File: src/rtl/cpu_pkg.sv
// Shared definitions for the 3-stage CPU: datapath width, register address width
// and the writeback source encodings.
package cpu_pkg;
    localparam int CPU_WIDTH  = 32;
    localparam int REG_ADDR_W = 5;

    localparam logic [1:0] REGSEL_ALU = 2'd0;
    localparam logic [1:0] REGSEL_HI  = 2'd1;
    localparam logic [1:0] REGSEL_LO  = 2'd2;
endpackage

File: src/rtl/writeback_stage_if.sv
// EX-to-WB bundle: EX-stage control/data inputs, GPIO pins and the register-file write port.
interface writeback_stage_if #(
    parameter int WIDTH = cpu_pkg::CPU_WIDTH
);
    import cpu_pkg::*;

    logic                  stall_EX;
    logic [WIDTH-1:0]      lo_EX;
    logic [WIDTH-1:0]      hi_EX;
    logic [WIDTH-1:0]      rt_data_EX;
    logic [1:0]            regsel_EX;
    logic                  regwrite_EX;
    logic                  enhilo_EX;
    logic                  rdrt_EX;
    logic [REG_ADDR_W-1:0] rd_EX;
    logic [REG_ADDR_W-1:0] rt_EX;
    logic                  gpio_out_en_EX;
    logic                  gpio_in_en_EX;
    logic [WIDTH-1:0]      gpio_in;
    logic [WIDTH-1:0]      gpio_out;
    logic                  regwrite_WB;
    logic [REG_ADDR_W-1:0] writeaddr_WB;
    logic [WIDTH-1:0]      writedata_WB;
    logic [WIDTH-1:0]      hi_q;
    logic [WIDTH-1:0]      lo_q;

    modport master (
        output stall_EX, lo_EX, hi_EX, rt_data_EX, regsel_EX, regwrite_EX, enhilo_EX,
               rdrt_EX, rd_EX, rt_EX, gpio_out_en_EX, gpio_in_en_EX, gpio_in,
        input  gpio_out, regwrite_WB, writeaddr_WB, writedata_WB, hi_q, lo_q
    );

    modport slave (
        input  stall_EX, lo_EX, hi_EX, rt_data_EX, regsel_EX, regwrite_EX, enhilo_EX,
               rdrt_EX, rd_EX, rt_EX, gpio_out_en_EX, gpio_in_en_EX, gpio_in,
        output gpio_out, regwrite_WB, writeaddr_WB, writedata_WB, hi_q, lo_q
    );
endinterface

File: src/rtl/writeback_stage_gpio_sync.sv
// Multi-flop synchronizer bringing the asynchronous GPIO input into the clk domain.
module gpio_sync #(
    parameter int WIDTH       = cpu_pkg::CPU_WIDTH,
    parameter int SYNC_STAGES = 2
) (
    input  logic             clk,
    input  logic             rst,
    input  logic [WIDTH-1:0] d_i,
    output logic [WIDTH-1:0] q_o
);
    logic [WIDTH-1:0] stage_q [SYNC_STAGES];

    generate
        for (genvar gi = 0; gi < SYNC_STAGES; gi++) begin : g_stage
            logic [WIDTH-1:0] stage_d;
            if (gi == 0) begin : g_first
                assign stage_d = d_i;
            end else begin : g_rest
                assign stage_d = stage_q[gi-1];
            end

            always_ff @(posedge clk) begin
                if (rst) stage_q[gi] <= '0;
                else     stage_q[gi] <= stage_d;
            end
        end
    endgenerate

    assign q_o = stage_q[SYNC_STAGES-1];
endmodule

File: src/rtl/writeback_stage.sv
// EX->WB pipeline register: owns HI/LO, GPIO out and the synchronized GPIO input,
// and drives the register-file write port (also the EX forwarding source).
module writeback_stage
    import cpu_pkg::*;
#(
    parameter int WIDTH       = CPU_WIDTH,
    parameter int SYNC_STAGES = 2
) (
    input  logic              clk,
    input  logic              rst,
    writeback_stage_if.slave  bus
);
    logic                  v;
    logic [REG_ADDR_W-1:0] dest;
    logic [WIDTH-1:0]      gpio_sync;

    logic [WIDTH-1:0]      hi_q, hi_d;
    logic [WIDTH-1:0]      lo_q, lo_d;
    logic [WIDTH-1:0]      gpio_out_q, gpio_out_d;
    logic                  wb_en_q, wb_en_d;
    logic [REG_ADDR_W-1:0] wb_addr_q, wb_addr_d;
    logic [WIDTH-1:0]      wb_data_q, wb_data_d;

    gpio_sync #(
        .WIDTH       (WIDTH),
        .SYNC_STAGES (SYNC_STAGES)
    ) u_gpio_sync (
        .clk (clk),
        .rst (rst),
        .d_i (bus.gpio_in),
        .q_o (gpio_sync)
    );

    assign v    = ~bus.stall_EX;
    assign dest = bus.rdrt_EX ? bus.rt_EX : bus.rd_EX;

    // A bubble forces every enable low, so X on the EX fields never reaches state.
    always_comb begin
        hi_d       = hi_q;
        lo_d       = lo_q;
        gpio_out_d = gpio_out_q;
        if (v && bus.enhilo_EX) begin
            hi_d = bus.hi_EX;
            lo_d = bus.lo_EX;
        end
        if (v && bus.gpio_out_en_EX) begin
            gpio_out_d = bus.rt_data_EX;
        end
    end

    // mfhi/mflo read the pre-edge HI/LO, so a mult one cycle earlier is already visible.
    always_comb begin
        wb_en_d   = v && bus.regwrite_EX && (dest != '0);
        wb_addr_d = wb_addr_q;
        wb_data_d = wb_data_q;
        if (wb_en_d) begin
            wb_addr_d = dest;
            if (bus.gpio_in_en_EX) begin
                wb_data_d = gpio_sync;
            end else begin
                case (bus.regsel_EX)
                    REGSEL_HI: wb_data_d = hi_q;
                    REGSEL_LO: wb_data_d = lo_q;
                    default:   wb_data_d = bus.lo_EX;
                endcase
            end
        end
    end

    always_ff @(posedge clk) begin
        if (rst) begin
            hi_q       <= '0;
            lo_q       <= '0;
            gpio_out_q <= '0;
            wb_en_q    <= 1'b0;
            wb_addr_q  <= '0;
            wb_data_q  <= '0;
        end else begin
            hi_q       <= hi_d;
            lo_q       <= lo_d;
            gpio_out_q <= gpio_out_d;
            wb_en_q    <= wb_en_d;
            wb_addr_q  <= wb_addr_d;
            wb_data_q  <= wb_data_d;
        end
    end

    assign bus.hi_q         = hi_q;
    assign bus.lo_q         = lo_q;
    assign bus.gpio_out     = gpio_out_q;
    assign bus.regwrite_WB  = wb_en_q;
    assign bus.writeaddr_WB = wb_addr_q;
    assign bus.writedata_WB = wb_data_q;
endmodule

File: src/flat_wrapper.sv
// flat-port wrapper written by rule: the top's interface ports become plain ports
module writeback_stage_flat import cpu_pkg::*;
#(
    parameter int WIDTH       = CPU_WIDTH,
    parameter int SYNC_STAGES = 2
)
  (clk, rst, bus_stall_EX, bus_lo_EX, bus_hi_EX, bus_rt_data_EX, bus_regsel_EX, bus_regwrite_EX, bus_enhilo_EX, bus_rdrt_EX, bus_rd_EX, bus_rt_EX, bus_gpio_out_en_EX, bus_gpio_in_en_EX, bus_gpio_in, bus_gpio_out, bus_regwrite_WB, bus_writeaddr_WB, bus_writedata_WB, bus_hi_q, bus_lo_q);
  writeback_stage_if #(.WIDTH(WIDTH)) bus_i ();
  input  logic clk;
  input  logic rst;
  input wire logic [$bits(bus_i.stall_EX)-1:0] bus_stall_EX;
  input wire logic [$bits(bus_i.lo_EX)-1:0] bus_lo_EX;
  input wire logic [$bits(bus_i.hi_EX)-1:0] bus_hi_EX;
  input wire logic [$bits(bus_i.rt_data_EX)-1:0] bus_rt_data_EX;
  input wire logic [$bits(bus_i.regsel_EX)-1:0] bus_regsel_EX;
  input wire logic [$bits(bus_i.regwrite_EX)-1:0] bus_regwrite_EX;
  input wire logic [$bits(bus_i.enhilo_EX)-1:0] bus_enhilo_EX;
  input wire logic [$bits(bus_i.rdrt_EX)-1:0] bus_rdrt_EX;
  input wire logic [$bits(bus_i.rd_EX)-1:0] bus_rd_EX;
  input wire logic [$bits(bus_i.rt_EX)-1:0] bus_rt_EX;
  input wire logic [$bits(bus_i.gpio_out_en_EX)-1:0] bus_gpio_out_en_EX;
  input wire logic [$bits(bus_i.gpio_in_en_EX)-1:0] bus_gpio_in_en_EX;
  input wire logic [$bits(bus_i.gpio_in)-1:0] bus_gpio_in;
  output wire logic [$bits(bus_i.gpio_out)-1:0] bus_gpio_out;
  output wire logic [$bits(bus_i.regwrite_WB)-1:0] bus_regwrite_WB;
  output wire logic [$bits(bus_i.writeaddr_WB)-1:0] bus_writeaddr_WB;
  output wire logic [$bits(bus_i.writedata_WB)-1:0] bus_writedata_WB;
  output wire logic [$bits(bus_i.hi_q)-1:0] bus_hi_q;
  output wire logic [$bits(bus_i.lo_q)-1:0] bus_lo_q;
  assign bus_i.stall_EX = bus_stall_EX;
  assign bus_i.lo_EX = bus_lo_EX;
  assign bus_i.hi_EX = bus_hi_EX;
  assign bus_i.rt_data_EX = bus_rt_data_EX;
  assign bus_i.regsel_EX = bus_regsel_EX;
  assign bus_i.regwrite_EX = bus_regwrite_EX;
  assign bus_i.enhilo_EX = bus_enhilo_EX;
  assign bus_i.rdrt_EX = bus_rdrt_EX;
  assign bus_i.rd_EX = bus_rd_EX;
  assign bus_i.rt_EX = bus_rt_EX;
  assign bus_i.gpio_out_en_EX = bus_gpio_out_en_EX;
  assign bus_i.gpio_in_en_EX = bus_gpio_in_en_EX;
  assign bus_i.gpio_in = bus_gpio_in;
  assign bus_gpio_out = bus_i.gpio_out;
  assign bus_regwrite_WB = bus_i.regwrite_WB;
  assign bus_writeaddr_WB = bus_i.writeaddr_WB;
  assign bus_writedata_WB = bus_i.writedata_WB;
  assign bus_hi_q = bus_i.hi_q;
  assign bus_lo_q = bus_i.lo_q;
  writeback_stage #(.WIDTH(WIDTH), .SYNC_STAGES(SYNC_STAGES)) u_core (.clk(clk), .rst(rst), .bus(bus_i));
endmodule
File: config.mk
export PLATFORM = sky130hd
export DESIGN_NAME = writeback_stage_flat
export DESIGN_NICKNAME = d
export VERILOG_FILES = /design/src/rtl/cpu_pkg.sv /design/src/rtl/writeback_stage_if.sv /design/src/rtl/writeback_stage_gpio_sync.sv /design/src/rtl/writeback_stage.sv /design/src/flat_wrapper.sv
export SDC_FILE = /design/constraint.sdc
export NUM_CORES = 1
export LEC_CHECK = 0
export ABC_AREA = 1
export CAP_MARGIN = 20
export CORE_UTILIZATION = 45
export DETAILED_ROUTE_END_ITERATION = 10
export PLACE_DENSITY = 0.81
export SKIP_LAST_GASP = 1
export SLEW_MARGIN = 15
export SYNTH_ARGS = -nofsm -noshare
export SYNTH_HDL_FRONTEND = slang
export SYNTH_SLANG_ARGS = --single-unit
File: constraint.sdc
create_clock -name clk -period 2 [get_ports clk]
set_input_delay 0.4 -clock clk [delete_from_list [all_inputs] [get_ports clk]]
set_output_delay 0.4 -clock clk [all_outputs]
set_load 0.02 [all_outputs]
Yosys cells after proc, flatten, opt, wreduce, memory -nomap -nowiden --
Memories as Yosys holds them, arrays and structs flattened. Index checks and enable logic that the tools add are counted.
Operators by class: equality and inequality tests 2, bitwise logic cells 3, mux-type cells 8, reduce and logical (&&, ||, !) cells 5
Operator list (count):
- 2-to-1 mux 32 bit | 3
- one-hot mux 32 bit (2 select lines) | 1
- 2-to-1 mux 5 bit | 1
- nonzero test 5 bit | 1
- logical AND 1 bit | 4
- 2-to-1 mux 1 bit | 3
- == test 2 x 1 -> 1 bit (second input constant) | 1
- == test 2 bit (second input constant) | 1
- bitwise OR 1 bit | 2
- NOT 1 bit | 1
Word-level totals: output and inout port bits 134, register bits after elaboration 134, word-level logic and storage cells 25, memories 1, bits in writable memories 64, input port bits 148
Memories:
- u_core.u_gpio_sync.stage_q | words 2, bits a word 32, rd ports 2, clocked after memory_dff 0, write ports 2, RTL line writeback_stage_gpio_sync.sv:11 | logic [WIDTH-1:0] stage_q [SYNC_STAGES];

Depth between registers and ports, before layout --
Gate-level depths: netlist of the first run.
depth after elaboration 3, gate-level depth with buffers 11, mapped depth without buffers 10

Hierarchy --
A second synthesis of the first run with hierarchy kept.
Unflattened totals: cells, all modules 1077, area total of the unflattened synthesis 7778.7 µm²
Modules (own cells, without submodules):
- writeback_stage | area an instance 5938.2 µm², times used 1, cells each 878, sequential area each 2682.6 µm²
- gpio_sync | area an instance 1840.5 µm², times used 1, cells each 199, sequential area each 1281.2 µm²

Worst setup path before layout of the first run --
OpenSTA, ideal clock, no wires.
path kind input to register, start point in bus_regsel_EX[0], end point reg u_core.wb_data_q[21], in the netlist u_core.bus.writedata_WB[21], cell stages on the path 9, path slack 317 ps, arrival time 1568 ps, setup time 115 ps, path buffers 1, path through inv_1 ha_1 inv_2 clkbuf_1 nand3_1 a21boi_0 nand3_1 nand2_1 nor2_1
Between the ends: cells in the longest elaborated chain, start to end 3, elaborated cells between the ends (all ways) 4
RTL lines:
- start, declared | RTL line flat_wrapper.sv:15 | input wire logic [$bits(bus_i.regsel_EX)-1:0] bus_regsel_EX;
- == test 2 bit or == test 2 x 1 -> 1 bit (tied branches) | RTL line writeback_stage.sv:61 | case (bus.regsel_EX)
- one-hot mux 32 bit (2 select lines) (*) | RTL line writeback_stage.sv:61
- 2-to-1 mux 32 bit (*) | RTL line writeback_stage.sv:58 | if (bus.gpio_in_en_EX) begin
- end signal, assigned | RTL line writeback_stage.sv:84 | wb_data_q <= wb_data_d;
- end, declared | RTL line writeback_stage.sv:22 | logic [WIDTH-1:0] wb_data_q, wb_data_d;
Mark *: on every way between the ends. The rest lies on a longest branch, timed or not. A chain may end at the register's enable or synchronous reset.

Worst setup path after layout of the first run --
start point reg u_core.wb_data_q[24], in the netlist u_core.bus.writedata_WB[24], end point out bus_writedata_WB[24]
RTL lines:
- end, declared | RTL line flat_wrapper.sv:27 | output wire logic [$bits(bus_i.writedata_WB)-1:0] bus_writedata_WB;
No word-level cell between the ends.

==> out/metrics.csv, run 1 <==
stage;metric;value;unit
synth;seq_area_frac_synth;51.1;%
timing;final-hold-violation-count;0;
synth;postSynthNetCount;1239;
cts;htree_num_levels;4;
pwr;total_design_power;9.41;mW
cells_and_area;design.final.nets;1501;
routing;routedWlPerCell;15.2;µm
cts;cts_root_buf;sky130_fd_sc_hd__clkbuf_16;
synth;netlist_top_cells_count;sky130_fd_sc_hd__nor2_1 (311), sky130_fd_sc_hd__dfxtp_1 (198), sky130_fd_sc_hd__nand2_1 (175);
cells_and_area;layout-drive-gt1-share;6.89;%
synth;cell_type_with_the_highest_aggregate_area_in_the_netlist;sky130_fd_sc_hd__dfxtp_1;
pwr;leakagePower;4.86;nW
timing;worst_slew_margin_rel;57.1;%
cts;cts.repair.resized;0;
routing;finalWirelength;24100;µm
worst_setup_path;worstPathBufferInverterCount;1;
routing;detail-route-antenna-nets;0;
timing;fin_ws;0.0785;ns
global_route;antenna_found_initial;1;
placement;placement.io_buffers;281;
worst_setup_path;timing.critical_path.from_type;flop;
flow_run;cap_violations;0;
routing;routed-via-count;7768;
cells_and_area;area_grow_syn2layout;48.2;%
synth;syn_area;7760;µm²
placement;detailed_place_hpwl;17300;µm
worst_setup_path;cell_chain_critical_path;clkdlybuf4s50_1;
floorplan;die_area;17800;µm²
placement;detailedPlace.worstSlack;-0.249;ns
synth;post_synth_inst_count;1089;
worst_setup_path;timing.critical_path.fanout_max;2;
cts;clock_insertion_delay_worst_skew;0.43;ns
worst_setup_path;worst-endpoint-required;1.60;ns
timing;grt_setup_unrepaired;no;
cts;cts_num_sinks;198;
synth;synth_most_common_cell;sky130_fd_sc_hd__nor2_1;
synth;synthTopCellsByArea;sky130_fd_sc_hd__dfxtp_1 (51%), sky130_fd_sc_hd__nor2_1 (15%), sky130_fd_sc_hd__nand2_1 (8.5%);
worst_hold_path;min_path_cells;2;
timing;layout_worst_path_cycle_share;96.1;%
synth;avgSynthCellArea;7.13;µm²
floorplan;die_y;133;µm
synth;synth.distinct_cells;20;
placement;postPlaceCellArea;10900;µm²
timing;holdWs;0.403;ns
synth;synth_seq_cells;198;
worst_setup_path;worstSetupEndpointType;output port;
synth;synth_top_flop_cell;sky130_fd_sc_hd__dfxtp_1;
floorplan;rows;47;
worst_setup_path;timing.setup.critical_path_class;reg -> out;
global_route;first_global_vias;7018;
cts;post_cts_hold_buffer_count;0;
synth;synth_warnings;0;
worst_hold_path;worst_hold_path_type;reg -> reg;
worst_setup_path;path_depth;1;
floorplan;floorplan.initialDensity;46.5;%
synth;synth_enable_flop_cells;0;
cts;ctsLongestPathBuffers;2;
floorplan;core_region_area;16700;µm²
cts;clock_tree_from_tritoncts;yes;
worst_setup_path;cp.arrival;1.52;ns
routing;drcViolationCount;0;
worst_setup_path;critical_path_cell_with_the_highest_stage_delay;sky130_fd_sc_hd__clkdlybuf4s50_1;
cts;cts_inserted_buffers;17;
floorplan;ios;282;
timing;setup_viol;0;
timing;timing.final.crit_period;1.92;ns
synth;netlist.area_leader.share;51.1;%
floorplan;chipWidth;133;µm
cells_and_area;layout.cell_area.non_filler;11500;µm²
global_route;maximum_number_of_pins_on_one_net_before_global_route_repair;75;
outcome;run_status;completed;
timing;tightest_slew;0.643;ns
global_route;overflow;0;
cts;clk_transition_reported_paths;0.07;ns
timing;max_clk_rate;0.520;GHz
timing;final_max_slew_viol_count;0;
worst_setup_path;cp_top_family;buffers and inverters;
routing;detailedRoute.firstIterationViolations;786;
routing;detailed_route_vias_per_instance;4.90;
synth;synth-async-reset-ratio;0;%
worst_setup_path;timing.reg2reg.worst_path_depth;8;
cts;post_cts_setup_repair_bufs;0;
timing;clock-skew-final;0.00869;ns
worst_setup_path;cpPeakStageDelay;0.65;ns
placement;gpl.final_weighted_congestion;0.889;
pwr;irDropWorstVdd;0.000660;V
routing;drt_pre_antenna_iters;5;
global_route;gr-usage-all-layers;27.2;%
global_route;grt_pass1_wl;37700;µm
pwr;power_density;818;nW/µm²
==> routing by layer <==
metal  up-vias  track usage, %  share of wire (%)
met2       334            39.5                 43
met3        60            6.43                8.0
met1      3467            37.9                 45
met4         0            12.8                4.0
met5         -               0                  0
li1       3907               -                  -
==> flip-flops by register name, indices dropped and copies added, names as in the netlist <==
register                    count
u_core.bus.lo_q                32
u_core.bus.writedata_WB        32
u_core.u_gpio_sync.stage_q     64
u_core.bus.writeaddr_WB         5
u_core.bus.gpio_out            32
u_core.bus.regwrite_WB          1
u_core.bus.hi_q                32
==> through the flow <==
step	instances	util [%]	TNS (ns)
after global routing	1585	68.9	0
after global placement	1552	65.4	-3.97
after floorplan	1089	-	0
after CTS	1584	68.9	0
final	1585	68.9	0
after detailed placement	1552	65.4	-5.06
==> power by group <==
part           internal, mW  switching (mW)  leakage, nW
Sequential             4.18           0.150         1.63
Clock                  1.69            1.63        0.273
Combinational         0.861           0.899         2.95
Total                  6.73            2.68         4.86
==> cells in the final DEF, fill, tap and decap left out, types with 3 or more instances in the layout <==
cell type and instances:
sky130_fd_sc_hd__inv_1 81, sky130_fd_sc_hd__clkbuf_16 17, sky130_fd_sc_hd__buf_12 9, sky130_fd_sc_hd__inv_6 6
sky130_fd_sc_hd__inv_2 3, sky130_fd_sc_hd__nor2_1 310, sky130_fd_sc_hd__nand2_1 174, sky130_fd_sc_hd__dfxtp_1 198
sky130_fd_sc_hd__inv_8 3, sky130_fd_sc_hd__o21ai_0 104, sky130_fd_sc_hd__a21boi_0 20, sky130_fd_sc_hd__a21oi_1 37
sky130_fd_sc_hd__buf_4 26, sky130_fd_sc_hd__nand3_1 62, sky130_fd_sc_hd__a21oi_2 10, sky130_fd_sc_hd__or2_2 7
sky130_fd_sc_hd__clkdlybuf4s50_1 279, sky130_fd_sc_hd__clkinvlp_4 3
==> worst paths after layout <==
| check | from | end | slack, ns |
|---|---|---|---|
| setup / recovery | u_core.bus.writedata_WB[24]$_SDFFE_PP0P_ | bus_writedata_WB[24] | 0.08 |
| hold / removal | u_core.u_gpio_sync.stage_q[0][2]$_SDFF_PP0_ | u_core.u_gpio_sync.stage_q[1][2]$_SDFF_PP0_ | 0.40 |
| setup reg to reg | u_core.bus.hi_q[23]$_SDFFE_PP0P_ | u_core.bus.writedata_WB[23]$_SDFFE_PP0P_ | 0.88 |
| hold reg to reg | u_core.u_gpio_sync.stage_q[0][2]$_SDFF_PP0_ | u_core.u_gpio_sync.stage_q[1][2]$_SDFF_PP0_ | 0.40 |
==> cells by family after synthesis <==
group,count (synthesis),share of synthesized area (%)
and+or+nand+nor,558,28.4
DFF,198,51.1
AOI/OAI and AO/OA,173,12.3
buffers and inverters,158,7.93
adders and majority gates,2,0.322
==> layout make-up <==
class                   count  area (µm²)
fillers                  1370        5200
diodes                      1        2.50
multi-input cells         733        3190
inverters                  85         320
well taps                 220         275
flip-flops and latches    198        3960
repair buffers            316        3180
clock buffers              18         439
clock inverters            14         134
Power figures use the tool's default switching activity.
==> run 2: changes to the inputs <==
--- a/config.mk
+++ b/config.mk
@@ -10,7 +10,7 @@
 export CORE_UTILIZATION = 45
 export DETAILED_ROUTE_END_ITERATION = 10
 export PLACE_DENSITY = 0.81
-export SKIP_LAST_GASP = 1
+export SKIP_CTS_REPAIR_TIMING = 1
 export SLEW_MARGIN = 15
 export SYNTH_ARGS = -nofsm -noshare
 export SYNTH_HDL_FRONTEND = slang
==> results of run 2 <==
The final DEF is identical to that of run 1; final timing and power are the same.
